### src/rtl/ram_initiator_pkg.sv
// Shared types and constants for the ram_initiator slice: bus widths, access sizes, FSM states.
// Also holds the alignment rule applied when misaligned accesses are trapped.
package ram_initiator_pkg;

  localparam int ADDR_BUS_W = 32;
  localparam int DATA_BUS_W = 32;

  typedef enum logic [1:0] {
    MEM_SIZE_BYTE = 2'b00,
    MEM_SIZE_HALF = 2'b01,
    MEM_SIZE_WORD = 2'b10,
    MEM_SIZE_RSVD = 2'b11
  } mem_size_t;

  typedef enum logic [1:0] {
    ST_IDLE,
    ST_ACCESS,
    ST_GAP,
    ST_RESP
  } state_t;

  function automatic logic is_misaligned(input mem_size_t size, input logic [1:0] off);
    case (size)
      MEM_SIZE_BYTE: is_misaligned = 1'b0;
      MEM_SIZE_HALF: is_misaligned = off[0];
      MEM_SIZE_WORD: is_misaligned = (off != 2'b00);
      default:       is_misaligned = 1'b1;
    endcase
  endfunction

endpackage

### src/rtl/ram_initiator_if.sv
// Request/response and RAM-side signals of ram_initiator grouped as one bundle.
// master = the initiator itself, slave = pipeline MEM stage plus RAM model.
interface ram_initiator_if;
  import ram_initiator_pkg::*;

  logic                  req_valid;
  logic                  req_ready;
  logic                  req_write;
  logic [1:0]            req_size;
  logic                  req_signed;
  logic [ADDR_BUS_W-1:0] req_addr;
  logic [DATA_BUS_W-1:0] req_wdata;
  logic                  resp_valid;
  logic [DATA_BUS_W-1:0] resp_rdata;
  logic                  resp_err;
  logic                  ram_en;
  logic                  ram_write_en;
  logic [3:0]            ram_write_sel;
  logic [ADDR_BUS_W-1:0] ram_addr;
  logic [DATA_BUS_W-1:0] ram_wdata;
  logic [DATA_BUS_W-1:0] ram_rdata;

  modport master (
    input  req_valid, req_write, req_size, req_signed, req_addr, req_wdata, ram_rdata,
    output req_ready, resp_valid, resp_rdata, resp_err,
           ram_en, ram_write_en, ram_write_sel, ram_addr, ram_wdata
  );

  modport slave (
    output req_valid, req_write, req_size, req_signed, req_addr, req_wdata, ram_rdata,
    input  req_ready, resp_valid, resp_rdata, resp_err,
           ram_en, ram_write_en, ram_write_sel, ram_addr, ram_wdata
  );

endinterface

### src/rtl/ram_initiator_mem_lane_align.sv
// mem_lane_align: little-endian byte-lane strobes, store-data replication and load extract/extend.
// Purely combinational; off is the byte offset within the addressed word.
module mem_lane_align
  import ram_initiator_pkg::*;
(
  input  mem_size_t              size,
  input  logic [1:0]             off,
  input  logic                   is_signed,
  input  logic [DATA_BUS_W-1:0]  wdata,
  input  logic [DATA_BUS_W-1:0]  rdata,
  output logic [3:0]             sel,
  output logic [DATA_BUS_W-1:0]  wdata_rep,
  output logic [DATA_BUS_W-1:0]  rdata_ext
);

  logic [7:0]  lane_b;
  logic [15:0] lane_h;

  assign lane_b = rdata[{off, 3'b000} +: 8];
  assign lane_h = off[1] ? rdata[31:16] : rdata[15:0];

  always_comb begin
    sel       = 4'b0000;
    wdata_rep = '0;
    rdata_ext = '0;
    case (size)
      MEM_SIZE_BYTE: begin
        sel       = 4'b0001 << off;
        wdata_rep = {4{wdata[7:0]}};
        rdata_ext = is_signed ? {{24{lane_b[7]}}, lane_b} : {24'b0, lane_b};
      end
      MEM_SIZE_HALF: begin
        sel       = off[1] ? 4'b1100 : 4'b0011;
        wdata_rep = {2{wdata[15:0]}};
        rdata_ext = is_signed ? {{16{lane_h[15]}}, lane_h} : {16'b0, lane_h};
      end
      default: begin
        sel       = 4'b1111;
        wdata_rep = wdata;
        rdata_ext = rdata;
      end
    endcase
  end

endmodule

### src/rtl/ram_initiator.sv
// ram_initiator: one-at-a-time load/store initiator for the word-organised RAM bus.
// Build option RAM_INIT_MISALIGN_TRAP_EN: misaligned/reserved accesses get an error response, no RAM access.
//
// state  | meaning
// IDLE   | ready for a request, RAM bus idle
// ACCESS | RAM enabled; down-counter holds cycles left in the access
// GAP    | one idle cycle after a write so the strobe falls before any next write
// RESP   | one-cycle response pulse
module ram_initiator
  import ram_initiator_pkg::*;
#(
  parameter int RD_LATENCY = 1,
  parameter int WR_HOLD    = 2
) (
  input logic              clk,
  input logic              rst,
  ram_initiator_if.master  bus
);

  localparam int CNT_W = 8;

  state_t                state_q, state_d;
  logic [CNT_W-1:0]      cnt_q;
  logic [ADDR_BUS_W-1:0] addr_q;
  mem_size_t             size_q;
  logic                  signed_q;
  logic                  write_q;
  logic                  err_q;
  logic [DATA_BUS_W-1:0] wdata_q;
  logic [DATA_BUS_W-1:0] rdata_q;

  logic                  accept;
  logic                  req_err;
  logic                  last_cycle;
  logic [3:0]            lane_sel;
  logic [DATA_BUS_W-1:0] lane_wdata;
  logic [DATA_BUS_W-1:0] lane_rdata;

`ifdef RAM_INIT_MISALIGN_TRAP_EN
  assign req_err = is_misaligned(mem_size_t'(bus.req_size), bus.req_addr[1:0]);
`else
  assign req_err = 1'b0;
`endif

  assign accept     = (state_q == ST_IDLE) && bus.req_valid;
  assign last_cycle = (state_q == ST_ACCESS) && (cnt_q == CNT_W'(1));

  always_comb begin
    state_d = state_q;
    case (state_q)
      ST_IDLE:   if (bus.req_valid) state_d = req_err ? ST_RESP : ST_ACCESS;
      ST_ACCESS: if (cnt_q == CNT_W'(1)) state_d = write_q ? ST_GAP : ST_RESP;
      ST_GAP:    state_d = ST_RESP;
      ST_RESP:   state_d = ST_IDLE;
      default:   state_d = ST_IDLE;
    endcase
  end

  always_ff @(posedge clk) begin
    if (rst) begin
      state_q  <= ST_IDLE;
      cnt_q    <= '0;
      addr_q   <= '0;
      size_q   <= MEM_SIZE_BYTE;
      signed_q <= 1'b0;
      write_q  <= 1'b0;
      err_q    <= 1'b0;
      wdata_q  <= '0;
      rdata_q  <= '0;
    end else begin
      state_q <= state_d;
      if (accept) begin
        addr_q   <= bus.req_addr;
        // Without trapping, the reserved size behaves as a word access.
        size_q   <= (mem_size_t'(bus.req_size) == MEM_SIZE_RSVD) ? MEM_SIZE_WORD
                                                                 : mem_size_t'(bus.req_size);
        signed_q <= bus.req_signed;
        write_q  <= bus.req_write;
        err_q    <= req_err;
        wdata_q  <= bus.req_wdata;
        cnt_q    <= bus.req_write ? CNT_W'(WR_HOLD) : CNT_W'(RD_LATENCY);
      end else if ((state_q == ST_ACCESS) && !last_cycle) begin
        cnt_q <= cnt_q - CNT_W'(1);
      end
      if (last_cycle && !write_q) rdata_q <= bus.ram_rdata;
    end
  end

  mem_lane_align u_lane_align (
    .size      (size_q),
    .off       (addr_q[1:0]),
    .is_signed (signed_q),
    .wdata     (wdata_q),
    .rdata     (rdata_q),
    .sel       (lane_sel),
    .wdata_rep (lane_wdata),
    .rdata_ext (lane_rdata)
  );

  assign bus.req_ready     = (state_q == ST_IDLE) && !rst;
  assign bus.resp_valid    = (state_q == ST_RESP);
  assign bus.resp_err      = (state_q == ST_RESP) && err_q;
  assign bus.resp_rdata    = ((state_q == ST_RESP) && !write_q && !err_q) ? lane_rdata : '0;
  assign bus.ram_en        = (state_q == ST_ACCESS);
  assign bus.ram_write_en  = (state_q == ST_ACCESS) && write_q;
  assign bus.ram_write_sel = ((state_q == ST_ACCESS) && write_q) ? lane_sel : 4'b0000;
  assign bus.ram_addr      = (state_q == ST_ACCESS) ? {addr_q[31:2], 2'b00} : '0;
  assign bus.ram_wdata     = ((state_q == ST_ACCESS) && write_q) ? lane_wdata : '0;

endmodule
### src/flat_wrapper.sv
// flat-port wrapper written by rule: the top's interface ports become plain ports
module ram_initiator_flat import ram_initiator_pkg::*;
#(
  parameter int RD_LATENCY = 1,
  parameter int WR_HOLD    = 2
)
  (clk, rst, bus_req_valid, bus_req_write, bus_req_size, bus_req_signed, bus_req_addr, bus_req_wdata, bus_ram_rdata, bus_req_ready, bus_resp_valid, bus_resp_rdata, bus_resp_err, bus_ram_en, bus_ram_write_en, bus_ram_write_sel, bus_ram_addr, bus_ram_wdata);
  ram_initiator_if bus_i ();
  input logic clk;
  input logic rst;
  input wire logic [$bits(bus_i.req_valid)-1:0] bus_req_valid;
  input wire logic [$bits(bus_i.req_write)-1:0] bus_req_write;
  input wire logic [$bits(bus_i.req_size)-1:0] bus_req_size;
  input wire logic [$bits(bus_i.req_signed)-1:0] bus_req_signed;
  input wire logic [$bits(bus_i.req_addr)-1:0] bus_req_addr;
  input wire logic [$bits(bus_i.req_wdata)-1:0] bus_req_wdata;
  input wire logic [$bits(bus_i.ram_rdata)-1:0] bus_ram_rdata;
  output wire logic [$bits(bus_i.req_ready)-1:0] bus_req_ready;
  output wire logic [$bits(bus_i.resp_valid)-1:0] bus_resp_valid;
  output wire logic [$bits(bus_i.resp_rdata)-1:0] bus_resp_rdata;
  output wire logic [$bits(bus_i.resp_err)-1:0] bus_resp_err;
  output wire logic [$bits(bus_i.ram_en)-1:0] bus_ram_en;
  output wire logic [$bits(bus_i.ram_write_en)-1:0] bus_ram_write_en;
  output wire logic [$bits(bus_i.ram_write_sel)-1:0] bus_ram_write_sel;
  output wire logic [$bits(bus_i.ram_addr)-1:0] bus_ram_addr;
  output wire logic [$bits(bus_i.ram_wdata)-1:0] bus_ram_wdata;
  assign bus_i.req_valid = bus_req_valid;
  assign bus_i.req_write = bus_req_write;
  assign bus_i.req_size = bus_req_size;
  assign bus_i.req_signed = bus_req_signed;
  assign bus_i.req_addr = bus_req_addr;
  assign bus_i.req_wdata = bus_req_wdata;
  assign bus_i.ram_rdata = bus_ram_rdata;
  assign bus_req_ready = bus_i.req_ready;
  assign bus_resp_valid = bus_i.resp_valid;
  assign bus_resp_rdata = bus_i.resp_rdata;
  assign bus_resp_err = bus_i.resp_err;
  assign bus_ram_en = bus_i.ram_en;
  assign bus_ram_write_en = bus_i.ram_write_en;
  assign bus_ram_write_sel = bus_i.ram_write_sel;
  assign bus_ram_addr = bus_i.ram_addr;
  assign bus_ram_wdata = bus_i.ram_wdata;
  ram_initiator #(.RD_LATENCY(RD_LATENCY), .WR_HOLD(WR_HOLD)) u_core (.clk(clk), .rst(rst), .bus(bus_i));
endmodule
### config.mk
export PLATFORM = sky130hd
export DESIGN_NAME = ram_initiator_flat
export DESIGN_NICKNAME = d
export VERILOG_FILES = /design/src/rtl/ram_initiator_pkg.sv /design/src/rtl/ram_initiator_if.sv /design/src/rtl/ram_initiator_mem_lane_align.sv /design/src/rtl/ram_initiator.sv /design/src/flat_wrapper.sv
export SDC_FILE = /design/constraint.sdc
export NUM_CORES = 1
export LEC_CHECK = 0
export ABC_AREA = 1
export CORE_MARGIN = 2
export CORE_UTILIZATION = 40
export CTS_CLUSTER_DIAMETER = 120
export DETAILED_ROUTE_END_ITERATION = 7
export GPL_TIMING_DRIVEN = 0
export HOLD_SLACK_MARGIN = 0.06
export PLACE_DENSITY = 0.86
export REMOVE_ABC_BUFFERS = 1
export SLEW_MARGIN = 20
export SYNTH_ARGS = -nofsm -noshare
export SYNTH_HDL_FRONTEND = slang
export SYNTH_SLANG_ARGS = --single-unit
### constraint.sdc
create_clock -name clk -period 1.6 [get_ports clk]
set_input_delay 0.16 -clock clk [delete_from_list [all_inputs] [get_ports clk]]
set_output_delay 0.16 -clock clk [all_outputs]
set_load 0.02 [all_outputs]
# After elaboration in Yosys (flattened, before gate mapping)
# Cells that the tools add are included.
op_classes:
  n_div: 0
  magnitude_cmp: 0
  addsub: 1
  eq_ne: 8
  n_shift: 2
  n_mul: 0
  bitwise_logic: 0
  n_mux: 19
  n_reduce_logical: 14
op_table:
  columns: ["op", "n"]
  rows:
  - ["$mux 32", 5]
  - ["$pmux 32 s2", 2]
  - ["$shiftx 32x6->8", 1]
  - ["$mux 16", 1]
  - ["$mux 8", 2]
  - ["$eq 8x1->1 const B", 1]
  - ["$mux 2", 4]
  - ["$mux 4", 2]
  - ["$pmux 2 s4", 1]
  - ["$pmux 4 s2", 1]
  - ["$sub 8x1->8 const B", 1]
  - ["$logic_and 1x1->1", 7]
  - ["$eq 2x2->1 const B", 3]
  - ["$eq 2x1->1 const B", 2]
  - ["$logic_not 2->1", 2]
  - ["$shl 1x2->4 const A", 1]
  - ["$logic_not 1->1", 3]
  - ["$ne 2x1->1 const B", 1]
  - ["$ne 2x2->1 const B", 1]
  - ["$reduce_and 2->1", 1]
  - ["$reduce_bool 2->1", 1]
  - ["$mux 1", 1]
word_totals:
  input_bits: 103
  rom_bits: 0
  memories: 0
  latch_bits: 0
  ram_bits: 0
  register_bits: 110

# Depth between registers and ports, before layout
# Gate-level depths: netlist of run 1.
depth:
  word_depth: 6
  mapped_depth: 10
  mapped_depth_nobuf: 9

# Cells and area by module
# A second synthesis of run 1 with hierarchy kept.
hier_totals:
  hier_cells: 974
  area_unflattened_um2: 6009.5
modules_own_cells:
  columns: ["module", "n_inst", "cells_each", "area_per_inst_um2"]
  rows:
  - ["ram_initiator", 1, 747, 4928.5]
  - ["mem_lane_align", 1, 227, 1081.0]

# Worst setup path before layout of run 1
# No wires, ideal clock.
synth_path:
  path_kind: "register -> output"
  startpoint: "reg u_core.state_q[1]"
  endpoint: "out bus_ram_wdata[16]"
  stages_incl_launch_ff: 9
  required_ns: 1.440
  t_arrival_ns: 1.799
  slack_ns: -0.359
  cell_sequence: "dfxtp_1 -> inv_1 -> ha_1 -> buf_2 -> nand2_1 -> inv_1 -> buf_2 -> o21ai_0 -> a21oi_1"
synth_via:
  elab_chain_cells: 3
synth_lines:
  columns: ["item", "line_no", "text"]
  rows:
  - ["from (decl)", "ram_initiator.sv:22", "state_t state_q, state_d;"]
  - ["from (signal assigned)", "ram_initiator.sv:71", "state_q <= state_d;"]
  - ["$eq 2x1->1", null, null]
  - ["net bus_ram_en", "flat_wrapper.sv:22", "output wire logic [$bits(bus_i.ram_en)-1:0] bus_ram_en;"]
  - ["$logic_and 1x1->1", "ram_initiator.sv:108", "assign bus.ram_wdata = ((state_q == ST_ACCESS) && write_q) ? lane_wdata : '0;"]
  - ["net bus_ram_write_en", "flat_wrapper.sv:23", "output wire logic [$bits(bus_i.ram_write_en)-1:0] bus_ram_write_en;"]
  - ["$mux 32", "ram_initiator.sv:108", null]
  - ["to (decl)", "flat_wrapper.sv:26", "output wire logic [$bits(bus_i.ram_wdata)-1:0] bus_ram_wdata;"]
# The timed path passes the listed nets, and every way through them passes these cells.

# Final worst setup path of run 1
layout_path:
  startpoint: "reg u_core.rdata_q[15]"
  endpoint: "out bus_resp_rdata[29]"
layout_via:
  elab_chain_cells: 4
layout_lines:
  columns: ["item", "line_no", "text"]
  rows:
  - ["from (decl)", "ram_initiator.sv:30", "logic [DATA_BUS_W-1:0] rdata_q;"]
  - ["from (signal assigned)", "ram_initiator.sv:85", "if (last_cycle && !write_q) rdata_q <= bus.ram_rdata;"]
  - ["$shiftx 32x6->8 / $mux 16 (equally long branches)", "ram_initiator_mem_lane_align.sv:19, ram_initiator_mem_lane_align.sv:20", null]
  - ["$mux 32 (on tied branches)", "ram_initiator_mem_lane_align.sv:30, ram_initiator_mem_lane_align.sv:35", null]
  - ["$pmux 32 s2 *", "ram_initiator_mem_lane_align.sv:26", "case (size)"]
  - ["$mux 32 *", "ram_initiator.sv:103", "assign bus.resp_rdata = ((state_q == ST_RESP) && !write_q && !err_q) ? lane_rdata : '0;"]
  - ["to (decl)", "flat_wrapper.sv:20", "output wire logic [$bits(bus_i.resp_rdata)-1:0] bus_resp_rdata;"]
# Every way passes the cells marked *; elsewhere a longest branch is shown, timed or not.

==> reports/metrics.cfg, run 1 <==
[logic_synthesis]
synth_area_um2 = 5410
synthCells = 817
ys_seq_area_share_pct = 40.7
synth-seq-cells = 110
avgSynthCellArea_um2 = 6.62
yosysUniqueCellTypes = 32
synth_warnings = 0

[worst_setup_path]
max_stage_delay_ns = 0.36
worstRegToRegCells = 10
worst_setup_path_start_kind = register
cp-end-kind = output pin
crit_fanout = 8
critPathArrivalTime_ns = 1.89
crit_path_top_delay_cell = dfxtp_1
cp.required_ns = 1.44
crit_type = reg2out
path_cells = inv_1 > o21ai_1 > nand3_2 > nand3_4 > nand2_8 > nor2_1 > buf_4

[grt]
grt_start_max_net_pins = 84
overflow = 0
grt_pass1_vias = 6046
grt_pass1_wl_um = 30000
antenna_found_initial = 1
grt_usage_pct = 25.9

[place]
place_hpwl_um = 10800
port_buffers = 204
place_congestion = 0.887
placed_cells = 1150

[clock_network]
root_buffer = clkbuf_16
numCtsBuffers = 9
clk_pin_slew_ns = 0.07
cts_buffer_depth = 2
h-tree-depth = 3
cts.sinks = 110
cts_tree = done
postCtsHoldBufs = 0
clk_latency_ns = 0.36

[sta]
hold_viol = 0
holdWs_ns = 0.371
worst_slack_ns = -0.450
period_share_pct = 128
tightestPinTransition_ns = 0.751
skew_ns = 0.0104
rsz0062_at_grt = true
max_slew_margin_pct = 49.9
fin_crit_ns = 2.05
finalSetupViolCount = 135
final.setup.tns_ns = -30.85
max_freq_mhz = 488
slew_violations = 0

[layout]
multiInputGateArea_um2 = 3460
fin_nets = 1169
fin_util_pct = 70.9
layout_common_cells = nor2_1, clkdlybuf4s50_1, dfxtp_1, nand2_1, buf_4
final_common_cell = nor2_1
seqCellArea_um2 = 2230
area_growth_pct = 73.6
drive_gt1_share_pct = 33.9
nFillCells = 981
final_cells = 1242

[min_path]
min_path_type = in2reg
min_path_cells = 3

[drt]
first_pass_iters = 8
ant_nets = 0
totalWireLength_um = 22700
route.detailed.drc = 1
vias_per_cell = 5.48
wl_per_cell_um = 18.3
drtIter0Drc = 719
vias = 6811

[floorplanning]
fp-row-count = 42
io_pins = 208
start_util_pct = 40.8
die_x_um = 120
die-area_um2 = 14500
core-area_um2 = 13200
chipHeight_um = 120

[pwr]
cellPowerDensity_nw_per_um2 = 1440
power_leakage_nw = 4.03
vdd_drop_max_v = 0.00121

[job]
maxCapViolations = 0

[status]
status = complete, but fails checks
violations = design-rule violations, negative setup slack

[kinds of logic after synthesis]
logic type      Yosys count  synth area share (%)
simple gates            361                  27.2
compound gates          200                  19.8
buf+inv                 137                  10.5
flops                   110                  40.7
fa+ha+maj                 6                  1.39
xor+xnor                  2                 0.324
other cells               1                0.0693
[synth_stat cells]
cell type | instances | area, µm²
nand4_1 | 5 | 31.3
nor2_8 | 1 | 20.0
buf_2 | 12 | 60.1
conb_1 | 1 | 3.75
inv_1 | 81 | 304
buf_1 | 2 | 7.51
a21oi_1 | 58 | 290
o21bai_1 | 2 | 15.0
clkbuf_1 | 30 | 113
nor2_4 | 2 | 22.5
o21ai_2 | 1 | 8.76
nor2_1 | 189 | 709
nand3_2 | 1 | 10.0
buf_4 | 4 | 30.0
o21ai_0 | 101 | 505
nor3_1 | 2 | 10.0
xor2_1 | 2 | 17.5
inv_2 | 5 | 18.8
a31oi_1 | 8 | 50.1
or2_2 | 1 | 6.26
nand2_1 | 129 | 484
nand3_1 | 23 | 115
nor2_2 | 3 | 18.8
o211ai_1 | 10 | 75.1
nand2_2 | 4 | 25.0
a211oi_1 | 3 | 22.5
o21ai_1 | 1 | 5.00
o22ai_1 | 16 | 100
nand3_4 | 1 | 17.5
dfxtp_1 | 110 | 2200
ha_1 | 6 | 75.1
buf_6 | 3 | 33.8
[state kept, by name, indices dropped and copies added (netlist names)]
name,count
u_core.rdata_q,32
u_core.addr_q,32
u_core.write_q,1
u_core.size_q,2
u_core.wdata_q,32
u_core.state_q,2
u_core.cnt_q,8
u_core.signed_q,1
[critical path, delay by kind of cell (launching register included)]
kind                   cells  cell delay, ns
AOI/OAI and AO/OA          1            0.30
buffers and inverters      2            0.25
DFF                        1            0.36
and+or+nand+nor            4            0.60
[final timing paths]
| kind | start | endpoint | slack [ns] |
|---|---|---|---|
| setup / recovery | u_core.rdata_q[15] | bus_resp_rdata[29] | -0.45 |
| hold reg to reg | u_core.rdata_q[1] | u_core.rdata_q[1] | 0.48 |
| setup reg to reg | u_core.state_q[1] | u_core.rdata_q[22] | -0.31 |
| hold / removal | bus_ram_rdata[7] | u_core.rdata_q[7] | 0.37 |
[metal layers]
metal	routed length (µm)	global-route usage, %	vias up	share of wire [%]
met1	8540	30.5	3186	38
li1	-	-	3126	-
met4	957	13.5	0	4.2
met2	11300	44.3	405	50
met5	0	0	-	0
met3	1880	5.61	94	8.3
[layout make-up]
type | count | area share, %
Multi-Input combinational cell | 581 | 36.9
Timing Repair Buffer | 272 | 29.9
Sequential cell | 110 | 23.7
Inverter | 86 | 4.18
Clock buffer | 10 | 2.54
Tap cell | 176 | 2.35
Clock inverter | 6 | 0.400
Antenna cell | 1 | 0.0266
[what timing repair did]
action,CTS,global route
endpoints found under the setup margin,212,172
pin swaps,35,45
gates cloned,5,9
gates resized for setup,686,174
buffers inserted,40,24
[through the flow]
stage          total power, mW  worst slack (ns)  area [µm²]
2_1_floorplan             6.78             -1.38        5170
5_1_grt                   14.2            -0.502        9390
3_5_place_dp              8.41             -1.92        7490
3_3_place_gp              8.12             -2.89        7430
6_report                  13.5            -0.450        9390
4_1_cts                   11.9            -0.287        8470
[power breakdown]
part	total (mW)	leakage (nW)	switching, mW	internal, mW
clock network	2.17	0.130	1.07	1.09
registers	4.04	0.910	0.591	3.45
logic	7.34	2.99	4.33	3.01
total	13.5	4.03	5.99	7.56
Note: power is estimated with default switching activity, not from simulation.
==> inputs of run 2 (changes only) <==
CORE_UTILIZATION = 39   (was 40)
PLACE_DENSITY = 0.84   (was 0.86)
==> run 2 against run 1 <==
Against the previous run:
- the flow finishes with violations (negative setup slack)
- combinational power grew 33%
- via count grew 5.5%
- first-iteration DRC count shrank 13%
- global-route usage grew 0.78 points
- non-clock buffer count grew 28
- worst hold slack gained 0.00072 ns
- wire length grew 14%
- sequential share of layout area shrank 2.6 points
- largest power group unchanged
==> reports/metrics.cfg, run 2 (same netlist as run 1, synthesis figures left out) <==
[worst_setup_path]
crit_fanout = 8
reg2reg_from = u_core.state_q[1]
cp.depth = 7
max_stage_delay_ns = 0.35
r2r_end = u_core.rdata_q[13]
cp-end-kind = output pin
reg2reg_slack_ns = -0.47
worstRegToRegCells = 10
cpLargestDelayFamily = simple AND/OR/NAND/NOR gates
worst-path-buf-inv = 2
cp.required_ns = 1.44
crit_type = reg2out
crit_path_top_delay_cell = dfxtp_1
endpoint = bus_resp_rdata[22]
worst_setup_path_start_kind = register
worstSetupStartpoint = u_core.rdata_q[15]
path_cells = inv_1 > o21ai_1 > nand3_2 > nand3_4 > nand2_8 > nor2_4 > buf_6
critPathArrivalTime_ns = 1.93

[layout]
fin_nets = 1203
area_growth_pct = 94.6
drive_gt1_share_pct = 46.2
final_area_um2 = 10500
final_common_cell = nor2_1
fin_util_pct = 76.7
layout_common_cells = nor2_1, buf_6, clkdlybuf4s50_1, dfxtp_1, nand2_1
largest_registers = u_core.addr_q x32, u_core.rdata_q x32, u_core.wdata_q x32
final_cells = 1280

[status]
status = complete, but fails checks
violations = negative setup slack

[place]
place_congestion = 0.847
place_area_um2 = 7520
port_buffers = 204
placed_cells = 1155
place_hpwl_um = 11100

[drt]
wl_met2_um = 12600
wl_met1_um = 9150
vias_per_cell = 5.61
wl_met3_um = 2170
highest_layer = met4
route.detailed.drc = 0
totalWireLength_um = 26000
ant_nets = 0
first_pass_iters = 7
vias = 7185
drtIter0Drc = 626
wl_per_cell_um = 20.3

[sta]
period_share_pct = 131
rsz0062_at_grt = true
finalSetupViolCount = 142
worst_slack_ns = -0.491
max_slew_margin_pct = 40.6
max_freq_mhz = 478
slew_violations = 0
tightestPinTransition_ns = 0.891
fin_crit_ns = 2.09
final.setup.tns_ns = -34.58
hold_viol = 0
skew_ns = 0.0130

[grt]
grt_usage_pct = 26.7
grt_pass1_wl_um = 31100
overflow = 0
grt_pass1_vias = 6160
antenna_found_initial = 1
grt_start_max_net_pins = 47

[floorplanning]
die_x_um = 122
core-area_um2 = 13700
die-area_um2 = 14800
chipHeight_um = 122
io_pins = 208
fp-row-count = 43
start_util_pct = 39.4

[pwr]
cellPowerDensity_nw_per_um2 = 1550
power.total_mw = 16.3
vdd_drop_max_v = 0.000789
power_leakage_nw = 4.49

[min_path]
min_path_type = in2reg

[clock_network]
numCtsBuffers = 9
cts_buffer_depth = 2
clk_pin_slew_ns = 0.08
cts.sinks = 110
cts_tree = done
h-tree-depth = 3
clk_latency_ns = 0.36
root_buffer = clkbuf_16

[job]
maxCapViolations = 0

==> run 2: cell count changes in the layout (fill, tap and decap cells not counted), moves of 12 or more <==
cell     change
buf_4       -23
a21oi_2     +25
nand2_4     +25
a21oi_1     -25
o21ai_0     -15
inv_1       -26
inv_2       +26
buf_6       +40
nand2_1     -29
nand3_1     -12
==> run 2: report_power, final <==
group | switching [mW] | internal, mW
Clock | 1.11 | 1.30
Combinational | 5.46 | 4.28
Sequential | 0.706 | 3.45
==> run 2: what timing repair did <==
action | CTS | global route
pin swaps | 45 | 90
gates resized for setup | 688 | 396
hold buffers | 0 | 0
cloned | 11 | 11
setup endpoints to repair | 212 | 161
setup buffers | 42 | 48
==> run 2: metal layers <==
metal  track usage, %  up-vias
met5                0        -
met4             11.6        0
met2             47.2      470
met3             5.01      177
met1             31.4     3343
li1                 -     3195
==> run 2: worst reg2reg max path: stages, from the launching register on <==
cell and delay (ns):
dfxtp_2 0.34, inv_2 0.07, ha_4 0.21, buf_6 0.12, buf_8 0.13, buf_6 0.12
inv_6 0.04, nor2_4 0.19, clkbuf_16 0.22, nand2_4 0.11, a21oi_1 0.39
==> run 2: cell type report <==
cell class / instances / area, µm²
Fill cell: 875 / 3200
Clock buffer: 11 / 253
Antenna cell: 1 / 2.50
Timing Repair inverter: 4 / 46.3
Tap cell: 180 / 225
Inverter: 86 / 398
Multi-Input combinational cell: 583 / 4050
Clock inverter: 5 / 57.6
Timing Repair Buffer: 300 / 3270
Sequential cell: 110 / 2230
==> run 2: how the worst min path moves through the flow <==
stage	slack, ns	cells past startpoint	to	from
after floorplan	0.23	1	u_core.cnt_q[0]	rst
after global placement	0.45	2	u_core.rdata_q[4]	u_core.rdata_q[4]
after detailed placement	0.46	2	u_core.rdata_q[4]	u_core.rdata_q[4]
after CTS	0.37	3	u_core.size_q[0]	bus_req_size[0]
after global routing	0.39	3	u_core.rdata_q[7]	bus_ram_rdata[7]
final	0.37	3	u_core.size_q[0]	bus_req_size[0]
==> run 2: metrics by stage <==
step                      worst slack (ns)  hold slack [ns]
after floorplan                      -1.38            0.229
after global placement               -3.02            0.446
after detailed placement             -1.95            0.459
after CTS                           -0.269            0.366
after global routing                -0.497            0.392
final                               -0.491            0.372
